--- src/rtl/qk_inst_sequencer.sv ---
// qk_inst_sequencer: generates the per-core attention instruction stream
// (Q write, K write, K load, execute, ofifo->pmem, SFP normalize) with
// idle gaps, and the matching mem_in data taken from a Q/K row source.
module qk_inst_sequencer #(
    parameter int BW      = 4,
    parameter int PR      = 16,
    parameter int COL     = 8,
    parameter int Q_DEPTH = 8,
    parameter int ADDR_W  = 4,
    parameter int GAP     = 10,
    parameter int SFP_LEN = 8,
    parameter int INST_W  = 11 + 2 * ADDR_W
) (
    input  logic                 clk,
    input  logic                 reset,
    input  logic                 start,
    input  logic                 abort,
    input  logic [5:0]           phase_en,
    input  logic [PR*BW-1:0]     data_in,
    input  logic                 data_vld,
    output logic                 data_req,
    output logic                 data_sel,
    output logic [ADDR_W-1:0]    data_idx,
    output logic [INST_W-1:0]    inst,
    output logic [PR*BW-1:0]     mem_out,
    output logic                 sfp_sample,
    output logic                 busy,
    output logic                 done,
    output logic [2:0]           phase
);

    // Counter widths: cnt reaches COL+1 during KLOAD, sub holds GAP and SFP cycle counts.
    localparam int CW   = ADDR_W + 1;
    localparam int MAXL = (GAP > SFP_LEN) ? GAP : SFP_LEN;
    localparam int SW   = $clog2(MAXL + 1);

    if (COL > 2**ADDR_W || Q_DEPTH > 2**ADDR_W || SFP_LEN < 7 || GAP < 1 ||
        INST_W != 11 + 2 * ADDR_W) begin : g_bad_params
        $error("qk_inst_sequencer: illegal parameter combination");
    end

    typedef enum logic [3:0] {
        S_IDLE, S_QWR, S_KWR, S_KLOAD, S_EXEC, S_OFIFO, S_SFP, S_GAP, S_DONE
    } state_t;

    typedef struct packed {
        logic              div_ready;
        logic              acc_ready;
        logic              ofifo_rd;
        logic [ADDR_W-1:0] qkmem_add;
        logic [ADDR_W-1:0] pmem_add;
        logic              execute;
        logic              load;
        logic              qmem_rd;
        logic              qmem_wr;
        logic              kmem_rd;
        logic              kmem_wr;
        logic              pmem_rd;
        logic              pmem_wr;
    } inst_t;

    state_t          state, nxt_state;
    logic [CW-1:0]   cnt, nxt_cnt;
    logic [SW-1:0]   sub, nxt_sub;
    logic [2:0]      gap_from, nxt_gap_from;
    logic [5:0]      en, nxt_en;
    logic            accept;
    inst_t           inst_d;

    // First enabled phase strictly after phase code p (1=QWR .. 6=SFP), else DONE.
    function automatic state_t next_after(input logic [2:0] p, input logic [5:0] e);
        state_t s;
        s = S_DONE;
        for (int i = 5; i >= 0; i--) begin
            if (e[i] && (i + 1 > int'(p))) begin
                case (i)
                    0:       s = S_QWR;
                    1:       s = S_KWR;
                    2:       s = S_KLOAD;
                    3:       s = S_EXEC;
                    4:       s = S_OFIFO;
                    default: s = S_SFP;
                endcase
            end
        end
        return s;
    endfunction

    function automatic logic [2:0] phase_code(input state_t s);
        case (s)
            S_IDLE:  return 3'd0;
            S_QWR:   return 3'd1;
            S_KWR:   return 3'd2;
            S_KLOAD: return 3'd3;
            S_EXEC:  return 3'd4;
            S_OFIFO: return 3'd5;
            S_SFP:   return 3'd6;
            default: return 3'd7;
        endcase
    endfunction

    // A row is taken whenever a request meets valid data; abort discards it.
    assign accept = data_req & data_vld & ~abort;

    // Next-state and counter logic; abort overrides every transition.
    always_comb begin
        // NOTE: every variable gets a default first so no path leaves it unassigned (no latches).
        nxt_state    = state;
        nxt_cnt      = cnt;
        nxt_sub      = sub;
        nxt_gap_from = gap_from;
        nxt_en       = en;
        case (state)
            S_IDLE: if (start) begin
                nxt_en    = phase_en;
                nxt_state = next_after(3'd0, phase_en);
                nxt_cnt   = '0;
            end
            S_QWR: if (accept) begin
                if (cnt == CW'(Q_DEPTH - 1)) begin
                    nxt_cnt = '0;
                    if (en[1]) begin
                        nxt_state = S_KWR;
                    end else begin
                        // One-cycle tail so the last Q write is not hidden by the next phase.
                        nxt_state    = S_GAP;
                        nxt_sub      = '0;
                        nxt_gap_from = 3'd1;
                    end
                end else begin
                    nxt_cnt = cnt + 1'b1;
                end
            end
            S_KWR: if (accept) begin
                if (cnt == CW'(COL - 1)) begin
                    nxt_cnt      = '0;
                    nxt_state    = S_GAP;
                    nxt_sub      = SW'(GAP - 1);
                    nxt_gap_from = 3'd2;
                end else begin
                    nxt_cnt = cnt + 1'b1;
                end
            end
            S_KLOAD: if (cnt == CW'(COL + 1)) begin
                nxt_cnt      = '0;
                nxt_state    = S_GAP;
                nxt_sub      = SW'(GAP - 1);
                nxt_gap_from = 3'd3;
            end else begin
                nxt_cnt = cnt + 1'b1;
            end
            S_EXEC, S_OFIFO: if (cnt == CW'(Q_DEPTH - 1)) begin
                nxt_cnt      = '0;
                nxt_state    = S_GAP;
                nxt_sub      = SW'(GAP - 1);
                nxt_gap_from = phase_code(state);
            end else begin
                nxt_cnt = cnt + 1'b1;
            end
            S_SFP: if (sub == SW'(SFP_LEN - 1)) begin
                nxt_sub = '0;
                if (cnt == CW'(Q_DEPTH - 1)) begin
                    nxt_cnt   = '0;
                    nxt_state = S_DONE;
                end else begin
                    nxt_cnt = cnt + 1'b1;
                end
            end else begin
                nxt_sub = sub + 1'b1;
            end
            S_GAP: if (sub == '0) begin
                nxt_state = next_after(gap_from, en);
            end else begin
                nxt_sub = sub - 1'b1;
            end
            default: nxt_state = S_IDLE;
        endcase
        if (abort) begin
            nxt_state    = S_IDLE;
            nxt_cnt      = '0;
            nxt_sub      = '0;
            nxt_gap_from = '0;
        end
    end

    // Instruction word for the coming cycle, decoded from the next state and counters.
    always_comb begin
        inst_d = '0;
        case (nxt_state)
            S_KLOAD: begin
                inst_d.load = 1'b1;
                if (nxt_cnt != '0 && nxt_cnt <= CW'(COL)) begin
                    inst_d.kmem_rd   = 1'b1;
                    inst_d.qkmem_add = ADDR_W'(nxt_cnt - 1'b1);
                end
            end
            S_EXEC: begin
                inst_d.execute   = 1'b1;
                inst_d.qmem_rd   = 1'b1;
                inst_d.qkmem_add = ADDR_W'(nxt_cnt);
            end
            S_OFIFO: begin
                inst_d.ofifo_rd = 1'b1;
                inst_d.pmem_wr  = 1'b1;
                inst_d.pmem_add = ADDR_W'(nxt_cnt);
            end
            S_SFP: begin
                inst_d.pmem_rd   = 1'b1;
                inst_d.pmem_add  = ADDR_W'(nxt_cnt);
                inst_d.acc_ready = (nxt_sub == SW'(2)) || (nxt_sub == SW'(3));
                inst_d.div_ready = (nxt_sub >= SW'(5));
            end
            default: ;
        endcase
        // A row accepted this cycle is written next cycle, overlapping the next state.
        if (accept) begin
            inst_d           = '0;
            inst_d.qkmem_add = ADDR_W'(cnt);
            inst_d.qmem_wr   = (state == S_QWR);
            inst_d.kmem_wr   = (state == S_KWR);
        end
    end

    // State, counters and all registered outputs.
    always_ff @(posedge clk) begin
        // NOTE: non-blocking assignments so every register samples pre-edge values.
        if (reset) begin
            state      <= S_IDLE;
            cnt        <= '0;
            sub        <= '0;
            gap_from   <= '0;
            en         <= '0;
            inst       <= '0;
            mem_out    <= '0;
            data_req   <= 1'b0;
            data_sel   <= 1'b0;
            data_idx   <= '0;
            sfp_sample <= 1'b0;
            busy       <= 1'b0;
            done       <= 1'b0;
            phase      <= '0;
        end else begin
            state      <= nxt_state;
            cnt        <= nxt_cnt;
            sub        <= nxt_sub;
            gap_from   <= nxt_gap_from;
            en         <= nxt_en;
            inst       <= inst_d;
            if (accept) begin
                mem_out <= data_in;
            end
            data_req   <= (nxt_state == S_QWR) || (nxt_state == S_KWR);
            data_sel   <= (nxt_state == S_KWR);
            data_idx   <= ((nxt_state == S_QWR) || (nxt_state == S_KWR)) ? ADDR_W'(nxt_cnt) : '0;
            sfp_sample <= (nxt_state == S_SFP) && (nxt_sub == SW'(SFP_LEN - 1));
            busy       <= (nxt_state != S_IDLE) && (nxt_state != S_DONE);
            done       <= (nxt_state == S_DONE);
            phase      <= phase_code(nxt_state);
        end
    end

endmodule

--- config.mk ---
export PLATFORM = sky130hd
export DESIGN_NAME = qk_inst_sequencer
export DESIGN_NICKNAME = d
export VERILOG_FILES = /design/src/rtl/qk_inst_sequencer.sv
export SDC_FILE = /design/constraint.sdc
export NUM_CORES = 1
export LEC_CHECK = 0
export CAP_MARGIN = 30
export CORE_MARGIN = 2
export CORE_UTILIZATION = 48
export CTS_CLUSTER_SIZE = 30
export DETAILED_ROUTE_END_ITERATION = 10
export GPL_TIMING_DRIVEN = 0
export PLACE_DENSITY_LB_ADDON = 0.25
export SLEW_MARGIN = 5
export SYNTH_ARGS = -nofsm -noshare
export SYNTH_HDL_FRONTEND = slang
export SYNTH_SLANG_ARGS = --single-unit
--- constraint.sdc ---
create_clock -name clk -period 4.7 [get_ports clk]
set_clock_uncertainty 0.2 [all_clocks]
set_input_delay 1.175 -clock clk [delete_from_list [all_inputs] [get_ports clk]]
set_output_delay 1.175 -clock clk [all_outputs]
set_load 0.005 [all_outputs]
# Word-level counts from Yosys, hierarchy flattened
# Index checks and enable logic that the tools add are counted.
# Widths: inputs -> output; s select.
op_classes:
  bitwise: 8
  n_mul: 0
  addsub: 4
  shift: 0
  reduce_logical: 29
  eq_ne: 28
  mux: 61
  magnitude_cmp: 8
  div: 0
ops:
  columns: ["operator", "n"]
  rows:
  - ["$mux 4", 33]
  - ["$eq 4x3->1 const B", 9]
  - ["$mux 5", 6]
  - ["$pmux 4 s7", 1]
  - ["$pmux 5 s5", 1]
  - ["$eq 4x2->1 const B", 6]
  - ["$mux 3", 8]
  - ["$pmux 3 s4", 2]
  - ["$pmux 4 s6", 1]
  - ["$pmux 3 s7", 1]
  - ["$mux 16", 1]
  - ["$ne 2x2->1 const B", 7]
  - ["$reduce_or 2->1", 7]
  - ["$logic_not 4->1", 3]
  - ["$gt 3x3->1 const A", 3]
  - ["$logic_and 1x1->1", 9]
  - ["$reduce_or 3->1", 3]
  - ["$eq 4x1->1 const B", 2]
  - ["$pmux 4 s2", 1]
  - ["$reduce_and 8->1", 1]
  - ["$reduce_bool 4->1", 2]
  - ["$sub 4x1->4 const B", 2]
  - ["$gt 2x3->1 const A", 2]
  - ["$mux 1", 6]
  - ["other kinds (14)", 21]
totals:
  in_bits: 75
  regBits: 117
  rom_bits: 0
  latchBits: 0
  mem_bits_rw: 0
  n_memories: 0
  out_inout_bits: 95

# Longest topological paths before layout
depth:
  depth_word: 15
  ltp_mapped: 12
  mapped_depth_nobuf: 12

# Worst setup path before layout
# Ideal clock, no wire load.
synth_timing:
  path_type: "input port to flip-flop"
  from: "in abort"
  to: "reg inst[13]"
  t_required_ps: 4421
  path_stages: 11
  path_buffers: 1
  setup_slack_ps: 1317
  setup_time_ps: 79
  arrival_time_ps: 3104
  path_cell_list: "and3b_1 clkbuf_1 a21oi_1 o41a_1 nor2_1 o21ai_0 ha_1 nand2_1 xnor2_1 nand3_2 o221ai_2"
synth_between:
  elab_chain_len: 10
  word_cells_on_any_way: 18
synth_lines:
  columns: ["element", "line", "rtl"]
  rows:
  - ["start, declared", "17", "input logic abort,"]
  - ["$not 1->1", "103", "assign accept = data_req & data_vld & ~abort;"]
  - ["$and 1x1->1", "103", null]
  - ["$mux 5", "119", "S_QWR: if (accept) begin"]
  - ["$pmux 5 s5", "113", "case (state)"]
  - ["$mux 5", "178", "if (abort) begin"]
  - ["$le 5x4->1 or $reduce_bool 5->1 (tied branches)", "192", "if (nxt_cnt != '0 && nxt_cnt <= CW'(COL)) begin"]
  - ["$logic_and 1x1->1", "192", null]
  - ["$mux 4", "192", null]
  - ["$pmux 4 s2", "189", "case (nxt_state)"]
  - ["$mux 16 *", "216", "if (accept) begin"]
  - ["end signal, assigned", "248", "inst <= inst_d;"]
  - ["end, declared", "24", "output logic [INST_W-1:0] inst,"]
# Every way passes the cells marked *; elsewhere a longest branch is shown, timed or not.
# A chain may end at the register's enable or synchronous reset.

# Final worst setup path
layout_timing:
  from: "in abort"
  to: "reg inst[15]"
# Same word-level chain as after synthesis.

==> out/metrics.yaml <==
status: "finished, final reports clean"
ff2ff_setup_slack_ps: 1240
cell_internal_pwr_mw: 1.82
die_w_um: 103
synth_flop_cell: "dfxtp_1"
ff2ff_path_depth: 9
cts_inserted_buffers: 17
final-setup-viol-count: 0
yosysWarnings: 0
setup_slack_ps: 494
avgViaCountPerCell: 5.69
clk_path_buf_depth: 2
switching_share_pct: 23.8
route.detailed.drc: 0
clkLatencyLatePin_ps: 510
vdd_drop_max_uv: 259
post_cts_resized: 0
critPathCapture: "inst[15]$_SDFF_PP0_"
cts-root-buf: "clkbuf_8"
yosysUniqueCellTypes: 72
synth-edff-count: 0
fin_crit_sh_pct: 89.5
overflow: 0
cp_max_fo: 9
clock-sinks: 115
rr_endpoint: "inst[15]$_SDFF_PP0_"
avgSynthCellArea_um2: 9.75
post_cts_buffers: 0
layout.cells.most_common_list: "clkdlybuf4s50_1, dfxtp_1, a22o_1"
dr.first_iter.drc_count: 305
cts_tree: "built"
power_density_nw_per_um2: 335
finalSetupTns_ps: 0
r2r_start: "sub[0]$_SDFF_PP0_"
total_power_mw: 2.39
synth_top_area_share_pct: 48.6
place.gp.congestion: 0.926
postRouteAntennaNets: 0
seq_area_frac_synth_pct: 48.6
final_util_pct: 73.7
crit_arrival_ps: 4410
netlist_area_um2: 4740
core-area_um2: 9680
antenna_found_initial: 0
max_freq_ghz: 0.238
dr.pass1.iters: 5
met3_usage_pct: 6.72
power_switching_uw: 570
dieHeight_um: 103
ios: 170
hold_violations: 0
cp-end-kind: "flop"
busiest_layer: "met2"
grt_pass1_wl_um: 22600
io_buffers: 168
dpl.hpwl_um: 11000
start_util_pct: 48.9
p_leak_nw: 2.71
tightest_slew_ps: 1040
grt_pass1_vias: 4392
wl_per_cell_um: 18.6
grt_use_met1_pct: 33.0
antenna_cells: 0
dieArea_um2: 10700
via_count: 4661
synthArstFlopShare_pct: 0
finalNetCount: 754
rsz0062_at_grt: "false"
start_kind: "primary input"
synth_cells: 486
drive_gt1_share_pct: 9.04
finalCriticalPeriod_ps: 4210
area_growth_pct: 50.7
clk_pin_slew_ps: 60
ys_ff_latch: 115
fin_cells: 819
synth_top_cell_by_area: "dfxtp_1"
track_usage_pct: 27.8
maxSlewHeadroom_pct: 30.0
min_path_type: "reg -> reg"
final_common_cell: "clkdlybuf4s50_1"
power_frac_clock_pct: 49.7
comb_power_share_pct: 8.3
use_met2_pct: 48.2
drv_cap: 0
worstHoldPathCells: 1
slew_violations: 0
cp-startpoint: "abort"
post-place-ws_ps: 193
critical_path_class: "in -> reg"
routed_wl_um: 15200
syn-num-nets: 567
grt_max_degree: 17
ys_top_cells_by_area: "dfxtp_1, a22o_1, nor2_1"
dpl.cell_count: 787
worstPathRequired_ps: 4900
seq_power_share_pct: 42.0
cts_hold_buf: 0
htree_levels: 4
row_count: 36
[flip-flops by register name, summed over array words and instances (netlist names)]
register    flops
state           4
sub             4
phase           3
busy            1
cnt             5
mem_out        64
data_idx        4
inst           17
gap_from        3
data_req        1
en              6
done            1
sfp_sample      1
data_sel        1
[critical path, cell delays in order]
cell	delay, ps
clkdlybuf4s50_1	590
and3b_1	290
clkbuf_1	310
a31oi_1	180
nor4_2	880
nor2_1	280
and4bb_1	460
a22oi_1	100
o21ai_0	140
[metal layers]
| metal | routed length (um) | vias to the layer above |
|---|---|---|
| met4 | 411 | 0 |
| met3 | 974 | 33 |
| met2 | 7460 | 219 |
| met1 | 6380 | 2244 |
| met5 | 0 | - |
| li1 | - | 2165 |
[stage by stage]
step | area, um^2 | hold WS (ps)
final | 7140 | 275
after global routing | 7140 | 286
after CTS | 7140 | 275
after detailed placement | 6590 | 254
after global placement | 6590 | 255
after floorplan | 4740 | 257
[cells in the mapped netlist, drive strengths merged, types with 2 or more instances]
| cell | n |
|---|---|
| ha | 6 |
| clkbuf | 18 |
| a22oi | 6 |
| or3b | 2 |
| buf | 16 |
| xnor2 | 2 |
| or2 | 7 |
| and2 | 4 |
| xor2 | 3 |
| a21o | 4 |
| nor3 | 13 |
| a21boi | 2 |
| mux2i | 8 |
| a221oi | 4 |
| dfxtp | 115 |
| inv | 15 |
| a22o | 64 |
| nand2 | 20 |
| nor4 | 4 |
| and3 | 3 |
| a21oi | 18 |
| a31oi | 5 |
| or3 | 8 |
| nand3 | 9 |
| nand2b | 8 |
| nand4bb | 2 |
| and3b | 3 |
| o21a | 2 |
| nor2 | 55 |
| a211oi | 3 |
| nand3b | 2 |
| nor2b | 7 |
| o21ai | 17 |
| and4bb | 3 |
| nor4bb | 2 |
| nor4b | 2 |
| o31ai | 3 |
| nor3b | 3 |
[cell families (layout without fill, tap and decap cells)]
kind of cell	after synthesis	after routing	synth area share (%)
adders and majority gates	6	6	1.58
and+or+nand+nor	159	159	19.1
muxes	8	8	1.69
DFF	115	115	48.6
AOI/OAI and AO/OA	144	144	23.7
buffers and inverters	49	249	4.41
xor gates and xnor gates	5	5	0.925
[power groups by stage]
stage / Sequential [mW] / Clock, mW / Combinational (mW)
after global placement: 1.02 / 0 / 0.192
after floorplan: 1.02 / 0 / 0.0799
after detailed placement: 1.02 / 0 / 0.194
final: 1.00 / 1.19 / 0.199
after CTS: 1.00 / 1.20 / 0.198
after global routing: 1.00 / 1.25 / 0.213
[final cells by class]
cell class              instances  area (um^2)
repair buffers                168         1680
flip-flops and latches        115         2300
fillers                       717         2540
plain buffers                  34          153
well taps                     133          166
clock buffers                  18          428
clock inverters                14          128
multi-input cells             322         2230
inverters                      15         56.3
[worst min-delay path by stage]
stage,slack (ps),to,startpoint
floorplan,260,en[2]$_SDFFE_PP0P_,en[2]$_SDFFE_PP0P_
global placement,260,mem_out[47]$_SDFFE_PP0N_,mem_out[47]$_SDFFE_PP0N_
detailed placement,250,mem_out[26]$_SDFFE_PP0N_,mem_out[26]$_SDFFE_PP0N_
CTS,280,mem_out[38]$_SDFFE_PP0N_,mem_out[38]$_SDFFE_PP0N_
global route,290,mem_out[52]$_SDFFE_PP0N_,mem_out[52]$_SDFFE_PP0N_
finish,270,mem_out[34]$_SDFFE_PP0N_,mem_out[34]$_SDFFE_PP0N_
No activity file was read; power rests on OpenSTA's default activity.
